### config.mk
export PLATFORM = sky130hd
export DESIGN_NAME = cond_status_unit
export DESIGN_NICKNAME = d
export VERILOG_FILES = /design/src/rtl/cond_status_unit.sv
export SDC_FILE = /design/constraint.sdc
export NUM_CORES = 1
export LEC_CHECK = 0
export ABC_CLOCK_PERIOD_IN_PS = 3250
export CORE_MARGIN = 2
export CORE_UTILIZATION = 56
export DETAILED_ROUTE_END_ITERATION = 10
export DONT_BUFFER_PORTS = 1
export PLACE_DENSITY = 0.81
export REMOVE_ABC_BUFFERS = 1
export SETUP_SLACK_MARGIN = 0.5
export SLEW_MARGIN = 20
export SYNTH_ARGS = -nofsm -noshare
export SYNTH_HDL_FRONTEND = slang
export SYNTH_SLANG_ARGS = --single-unit
### constraint.sdc
create_clock -name clk -period 3.25 [get_ports clk]
set_input_delay 0.4875 -clock clk [delete_from_list [all_inputs] [get_ports clk]]
set_output_delay 0.4875 -clock clk [all_outputs]
set_load 0.02 [all_outputs]
### src/rtl/cond_status_unit.sv
// cond_status_unit: committed condition flags with same-cycle writeback bypass,
// per-channel condition decode, and a pending-flag-writer interlock.
module cond_status_unit #(
    parameter int N_CH     = 2,
    parameter int PIPE     = 1,
    parameter int MAX_PEND = 3,
    localparam int PW      = $clog2(MAX_PEND + 1)
) (
    input  logic              clk,
    input  logic              rst,
    input  logic              flush,
    input  logic              issue_s,
    input  logic              upd_en,
    input  logic [3:0]        upd_flags,
    input  logic [N_CH-1:0]   in_valid,
    input  logic [4*N_CH-1:0] in_cond,
    output logic [N_CH-1:0]   out_valid,
    output logic [N_CH-1:0]   out_pass,
    output logic              stall,
    output logic [3:0]        status_q,
    output logic [PW-1:0]     pend_cnt,
    output logic              pend_err
);
    // Odd codes are the inverse of the even code below them, so decode pairs.
    function automatic logic f_decode(input logic [3:0] c, input logic [3:0] f);
        logic z, cy, n, v, b;
        {z, cy, n, v} = f;
        case (c[3:1])
            3'd0:    b = z;
            3'd1:    b = cy;
            3'd2:    b = n;
            3'd3:    b = v;
            3'd4:    b = cy & ~z;
            3'd5:    b = n == v;
            3'd6:    b = ~z & (n == v);
            default: b = 1'b1;
        endcase
        return b ^ c[0];
    endfunction

    logic [3:0]      r_status;
    logic [PW-1:0]   r_pend;
    logic [PW-1:0]   w_pend_next;
    logic            r_err;
    logic [3:0]      w_eff;
    logic [N_CH-1:0] w_dep, w_valid, w_pass;
    logic            w_inc, w_dec, w_ovf, w_unf;

    assign w_eff    = upd_en ? upd_flags : r_status;
    assign stall    = (|w_dep) && (r_pend > PW'(upd_en));
    assign status_q = r_status;
    assign pend_cnt = r_pend;
    assign pend_err = r_err;

    for (genvar k = 0; k < N_CH; k++) begin : g_ch
        assign w_dep[k]   = in_valid[k] & (in_cond[4*k+1 +: 3] != 3'b111);
        assign w_valid[k] = in_valid[k] & ~stall & ~flush;
        assign w_pass[k]  = w_valid[k] & f_decode(in_cond[4*k +: 4], w_eff);
    end

    assign w_inc = issue_s & ~upd_en;
    assign w_dec = upd_en & ~issue_s;
    assign w_ovf = w_inc && (r_pend == PW'(MAX_PEND));
    assign w_unf = w_dec && (r_pend == '0);

    // Flush overrides the count only; an out-of-range request still flags an error.
    always_comb begin
        w_pend_next = flush ? '0 :
                      (w_ovf | w_unf) ? r_pend :
                      w_inc ? r_pend + 1'b1 :
                      w_dec ? r_pend - 1'b1 : r_pend;
    end

    always_ff @(posedge clk or negedge rst) begin
        if (!rst) begin
            r_status <= '0;
            r_pend   <= '0;
            r_err    <= 1'b0;
        end else begin
            if (upd_en) r_status <= upd_flags;
            r_pend <= w_pend_next;
            r_err  <= r_err | w_ovf | w_unf;
        end
    end

    if (PIPE != 0) begin : g_pipe
        logic [N_CH-1:0] r_valid, r_pass;
        always_ff @(posedge clk or negedge rst) begin
            if (!rst) begin
                r_valid <= '0;
                r_pass  <= '0;
            end else begin
                r_valid <= w_valid;
                r_pass  <= w_pass;
            end
        end
        assign out_valid = r_valid;
        assign out_pass  = r_pass;
    end else begin : g_comb
        assign out_valid = w_valid;
        assign out_pass  = w_pass;
    end
endmodule
==> qor.yml, run 1 <==
clock_network:
  tritoncts: "built"
  cts_max_path_buffers: 2
  cts-resized-gates: 0
  cts_buffers: 3
  clk_latency_ps: 270
  h-tree-depth: 1
  cts-root-buf: "clkbuf_4"
  clkTransAtPathRegs_ps: 70
  cts.sinks: 11
power:
  p_total_uw: 327
  p_int_uw: 229
  swShare_pct: 29.9
  combPwrFrac_pct: 20.3
  pwr-share-clk_pct: 28.6
  power_frac_seq_pct: 51.1
  pwr_density_cell_mw_per_mm2: 407
  power.switching_uw: 97.6
  cellLeakagePower_nw: 0.346
  ir_drop_v: 0.000231
setup_path:
  ff2ff_path_depth: 6
  cpPeakStageDelay_ps: 640
  critPathLaunch: "pend_cnt[0]"
  critPathRequiredTime_ps: 2760
  arrival_ps: 1960
  timing.rr.start: "pend_cnt[0]"
  crit_chain: "inv_1, ha_1, o21ai_0, a21boi_0"
  slowest_stage: "a21boi_0"
  cp_max_fo: 6
  path_class: "reg2out"
  end_kind: "primary output"
  start_kind: "flip-flop"
min_path:
  hp-start: "flush"
  holdPathStages: 1
  hold_class: "in2reg"
sta:
  fmax_mhz: 409
  finalMaxSlewViolations: 0
  skew_ps: 2.10
  setup-tns-final_ps: 0
  holdWs_ps: 274
  relSlewSlack_pct: 50.2
  hold_viol_final: 0
  rsz0062_at_grt: "no"
  worstMarginPinSlew_ps: 741
  period_share_pct: 75.2
  finalSetupViolCount: 0
  period_needed_ps: 2440
flow_run:
  maxCapViolCount: 0
routing:
  dr.pass1.iters: 4
  drt_wl_total_mm: 1.53
  ant_nets: 0
  vias: 629
  remaining_drc_errors: 0
  wl_per_cell_microns: 15.8
  dr.first_iter.drc_count: 21
  viasPerCell: 6.48
logic_synthesis:
  ys_ff_latch: 11
  synth_top_area_cell: "dfrtp_1"
  seq_area_frac_synth_pct: 36.4
  synth_top_cell_area_share_pct: 36.4
  yosysWarnings: 0
  syn_avg_cell_area_sq_um: 9.69
  synth_cells: 78
  syn-cell-area_sq_um: 756
  synth.area.top_cells: "dfrtp_1 (36%), mux2_4 (6.0%), mux4_2 (6.0%)"
  ys_types: 32
cells_and_area:
  postLayoutCellArea_sq_um: 803
  fin_cells: 97
  area_growth_pct: 6.29
  drive_gt1_share_pct: 14.6
  finalNetCount: 103
  n_fill_cell: 115
  antennaDiodeCount: 0
die:
  die_w_microns: 40.7
  ios: 31
  die_h_microns: 40.7
  row_count: 13
  core_sq_mm: 0.00128
  dieArea_sq_mm: 0.00166
  initial_core_util_pct: 58.8
place:
  dp_cells: 92
  dpl.hpwl_mm: 1.19
  place.gp.congestion: 0.845
  placed_area_sq_um: 767
  port_buffers: 0
global_routing:
  track_usage_pct: 23.0
  grt_pass1_vias: 548
  grt_max_degree: 16
  grt_pass1_wl_mm: 2.33
  grt_overflow: 0
  antenna_found_initial: 0
run_status:
  outcome: "completed"
## power groups by stage
stage                     Sequential (mW)  Clock, mW  Combinational [mW]
after floorplan                     0.168          0              0.0544
after global placement              0.169          0              0.0611
after detailed placement            0.170          0              0.0629
after CTS                           0.167     0.0960              0.0667
after global routing                0.169      0.105              0.0745
final                               0.167     0.0936              0.0664
## final timing paths
| check | endpoint | slack, ps |
|---|---|---|
| worst min-delay path | pend_cnt[0] | 270 |
| min in group asynchronous | out_pass[0] | 620 |
| worst max-delay path | stall | 810 |
| worst min register to register | pend_err | 640 |
| worst max register to register | out_pass[0] | 1140 |
| max in group asynchronous | status_q[2] | 2300 |
## what timing repair did
item / in CTS / in global routing
endpoints found under the setup margin: 0 / 0
hold endpoints to repair: 11 / 0
buffers inserted: 0 / 0
hold buffers: 1 / 0
## metrics by stage
step / setup WS, ps / utilization [%]
after floorplan: 1180 / -
after global placement: 1110 / 59.7
after detailed placement: 1090 / 59.7
after CTS: 791 / 62.5
after global routing: 618 / 62.5
final: 807 / 62.5
## cell usage in the layout (no fill, tap or decap), types with 3 or more instances in the layout
cell type  instances
nand3_1            3
clkbuf_4           3
inv_1              6
dfrtp_1           11
nor3_1             3
nand3b_1           3
a21oi_1            5
mux2_4             3
nand2b_1           3
o21ai_0            4
nor2_1             4
nand2_1            7
## cells by family after synthesis
family / share of synthesized area [%]
buffers and inverters: 3.97
and+or+nand+nor: 21.2
muxes: 16.2
DFF: 36.4
AOI/OAI and AO/OA: 18.2
xor gates and xnor gates: 2.32
adders and majority gates: 1.66
## cell usage after synthesis (all sizes together)
library cell,n
dfrtp,11
and3,2
nor3b,1
inv,6
a21o,1
buf,1
a21boi,1
o31a,1
o22a,1
nand3,3
nand3b,3
mux4,2
nor3,3
mux2i,1
nand2b,3
nor2b,2
or3,1
o211ai,2
o311a,1
nand4b,1
mux2,5
a311o,1
a21oi,5
a221oi,1
nor2,4
ha,1
nand2,7
xor2,2
o21ai,5
## final cells by class
type                            count  area (sq um)  area share (%)
Multi-Input combinational cell     60           450            56.1
Sequential cell                    11           275            34.3
Tap cell                           15          18.8            2.34
Timing Repair Buffer                1          10.0            1.25
Clock buffer                        4          26.3            3.27
Inverter                            6          22.5            2.80
## flip-flops by register name, summed over array words and instances (netlist names)
name       cells
pend_err       1
out_pass       2
pend_cnt       2
status_q       4
out_valid      2
## worst max-delay path: cells and delay by family (launching register included)
| family | cells | cell delay, ps |
|---|---|---|
| adders and majority gates | 1 | 270 |
| DFF | 1 | 520 |
| buffers and inverters | 1 | 80 |
| AOI/OAI and AO/OA | 2 | 820 |
## layer usage
layer  vias to the layer above  routed length, microns  track usage [%]
met3                         4                     150             9.78
met2                        29                     718             35.7
met4                         0                      29             12.5
met5                         -                       0                0
met1                       301                     630             26.6
li1                        295                       -                -
Note: power is estimated with default switching activity, not from simulation.
==> run 2: changes to the inputs <==
--- a/config.mk
+++ b/config.mk
@@ -5,12 +5,12 @@
 export SDC_FILE = /design/constraint.sdc
 export NUM_CORES = 1
 export LEC_CHECK = 0
-export ABC_CLOCK_PERIOD_IN_PS = 3250
+export ABC_CLOCK_PERIOD_IN_PS = 2090
 export CORE_MARGIN = 2
-export CORE_UTILIZATION = 56
+export CORE_UTILIZATION = 54
 export DETAILED_ROUTE_END_ITERATION = 10
 export DONT_BUFFER_PORTS = 1
-export PLACE_DENSITY = 0.81
+export PLACE_DENSITY = 0.82
 export REMOVE_ABC_BUFFERS = 1
 export SETUP_SLACK_MARGIN = 0.5
 export SLEW_MARGIN = 20
==> constraint.sdc (replaced) <==
create_clock -name clk -period 2.09 [get_ports clk]
set_input_delay 0.3135 -clock clk [delete_from_list [all_inputs] [get_ports clk]]
set_output_delay 0.3135 -clock clk [all_outputs]
set_load 0.02 [all_outputs]
==> run 2 against run 1 <==
Critical path depth up 1. Register-to-register slack worse by 750 ps. First-iteration DRC count up 43%. Non-clock buffer count up 4.
==> qor.yml, run 2 (synthesis gave the netlist of run 1 again) <==
run_status:
  outcome: "completed"
sta:
  fmax_mhz: 575
  finalSetupViolCount: 0
  hold_viol_final: 0
  period_share_pct: 83.3
  finalMaxSlewViolations: 0
  skew_ps: 0.743
  rsz0062_at_grt: "yes"
  worstMarginPinSlew_ps: 531
  relSlewSlack_pct: 64.5
  setup-tns-final_ps: 0
  period_needed_ps: 1740
cells_and_area:
  seq_area_sq_um: 280
  largest_reg_flops: 4
  multi_input_area_sq_um: 489
  postLayoutCellArea_sq_um: 882
  finalNetCount: 107
  mostFrequentLayoutCells: "nand2_1 (7), dfrtp_1 (7), inv_1 (5)"
  antennaDiodeCount: 0
  area_growth_pct: 16.7
  n_fill_cell: 95
  drive_gt1_share_pct: 31.4
place:
  place.gp.congestion: 0.778
  dpl.hpwl_mm: 1.23
  port_buffers: 0
  placed_area_sq_um: 782
clock_network:
  cts_max_path_buffers: 2
  h-tree-depth: 1
  cts_buffers: 3
  cts.sinks: 11
  tritoncts: "built"
  cts-root-buf: "clkbuf_4"
  clk_latency_ps: 270
  clkTransAtPathRegs_ps: 70
power:
  pwr-share-clk_pct: 27.5
  cellLeakagePower_nw: 0.378
  swShare_pct: 31.2
  pwr_density_cell_mw_per_mm2: 618
  power.switching_uw: 170
  p_int_uw: 375
  power_frac_seq_pct: 47.7
  combPwrFrac_pct: 24.8
  p_total_uw: 545
  ir_drop_v: 0.000480
routing:
  vias: 647
  ant_nets: 0
  dr.first_iter.drc_count: 30
  viasPerCell: 6.41
  wl_per_cell_microns: 17.9
  remaining_drc_errors: 0
  drt_wl_total_mm: 1.81
  dr.pass1.iters: 4
setup_path:
  crit_chain: "inv_2, ha_4, o21ai_2, a21boi_4, buf_6"
  cp_max_fo: 2
  cpPeakStageDelay_ps: 390
  path_class: "reg2out"
  critPathRequiredTime_ps: 1780
  end_kind: "primary output"
  arrival_ps: 1430
  slowest_stage: "dfrtp_1"
  start_kind: "flip-flop"
min_path:
  hold_class: "in2reg"
global_routing:
  grt_max_degree: 16
  grt_pass1_vias: 623
  track_usage_pct: 21.3
  grt_overflow: 0
  grt_pass1_wl_mm: 2.79
  antenna_found_initial: 0
flow_run:
  maxCapViolCount: 0
die:
  initial_core_util_pct: 58.1
  core_sq_mm: 0.00130
  die_h_microns: 41.4
  dieArea_sq_mm: 0.00171
  die_w_microns: 41.4
  row_count: 13
  ios: 31
run 2: path summary, 6_finish.rpt:
check | from | to | slack, ps | cells after the start
max reg2reg | status_q[2] | out_pass[0] | 390 | 5
max in group asynchronous | rst | status_q[3] | 1260 | 1
max | pend_cnt[0] | stall | 350 | 5
min reg2reg | pend_err | pend_err | 640 | 1
min | flush | pend_cnt[0] | 90 | 1
min in group asynchronous | rst | out_pass[0] | 450 | 1
run 2: worst max-delay path: cells and delay by family, from the launching register on:
family / cells / cell delay (ps)
flip-flops: 1 / 390
AO/OA/AOI/OAI: 2 / 350
buffers and inverters: 2 / 220
adder cells (fa/ha/maj): 1 / 190
run 2: stage by stage:
stage	cells	setup slack, ps	hold slack, ps	utilization, %
final	101	349	91.7	67.8
after global routing	101	296	71.5	67.8
after CTS	99	348	92.8	65.5
after detailed placement	94	388	18.2	60.1
after global placement	94	440	18.2	60.1
after floorplan	77	106	17.9	-
run 2: routing by layer:
metal	track usage, %	share of wire [%]	up-vias	routed length, microns
met5	0	0	-	0
met4	5.81	0.88	0	16
met3	5.65	8.7	3	157
met2	35.6	48	34	864
met1	27.0	43	307	772
li1	-	-	303	-
run 2: final cells by class:
class                   count  area share (%)
clock inverters             1           0.567
clock buffers               3            2.55
well taps                  15            2.13
repair buffers              5            4.96
flip-flops and latches     11            31.8
inverters                   6            2.55
multi-input cells          60            55.5
run 2: power by group through the flow:
stage	logic [mW]	registers (mW)	clock network (mW)
after floorplan	0.0846	0.261	0
after global placement	0.102	0.261	0
after detailed placement	0.105	0.262	0
after CTS	0.121	0.260	0.151
after global routing	0.146	0.262	0.171
final	0.135	0.260	0.150
run 2: what timing repair did:
item,CTS,global route
hold buffers,1,0
endpoints found under the hold margin,11,0
resized for setup,13,4
gates cloned,0,0
buffers inserted,0,2
pin swaps,1,2
setup endpoints to repair,3,3
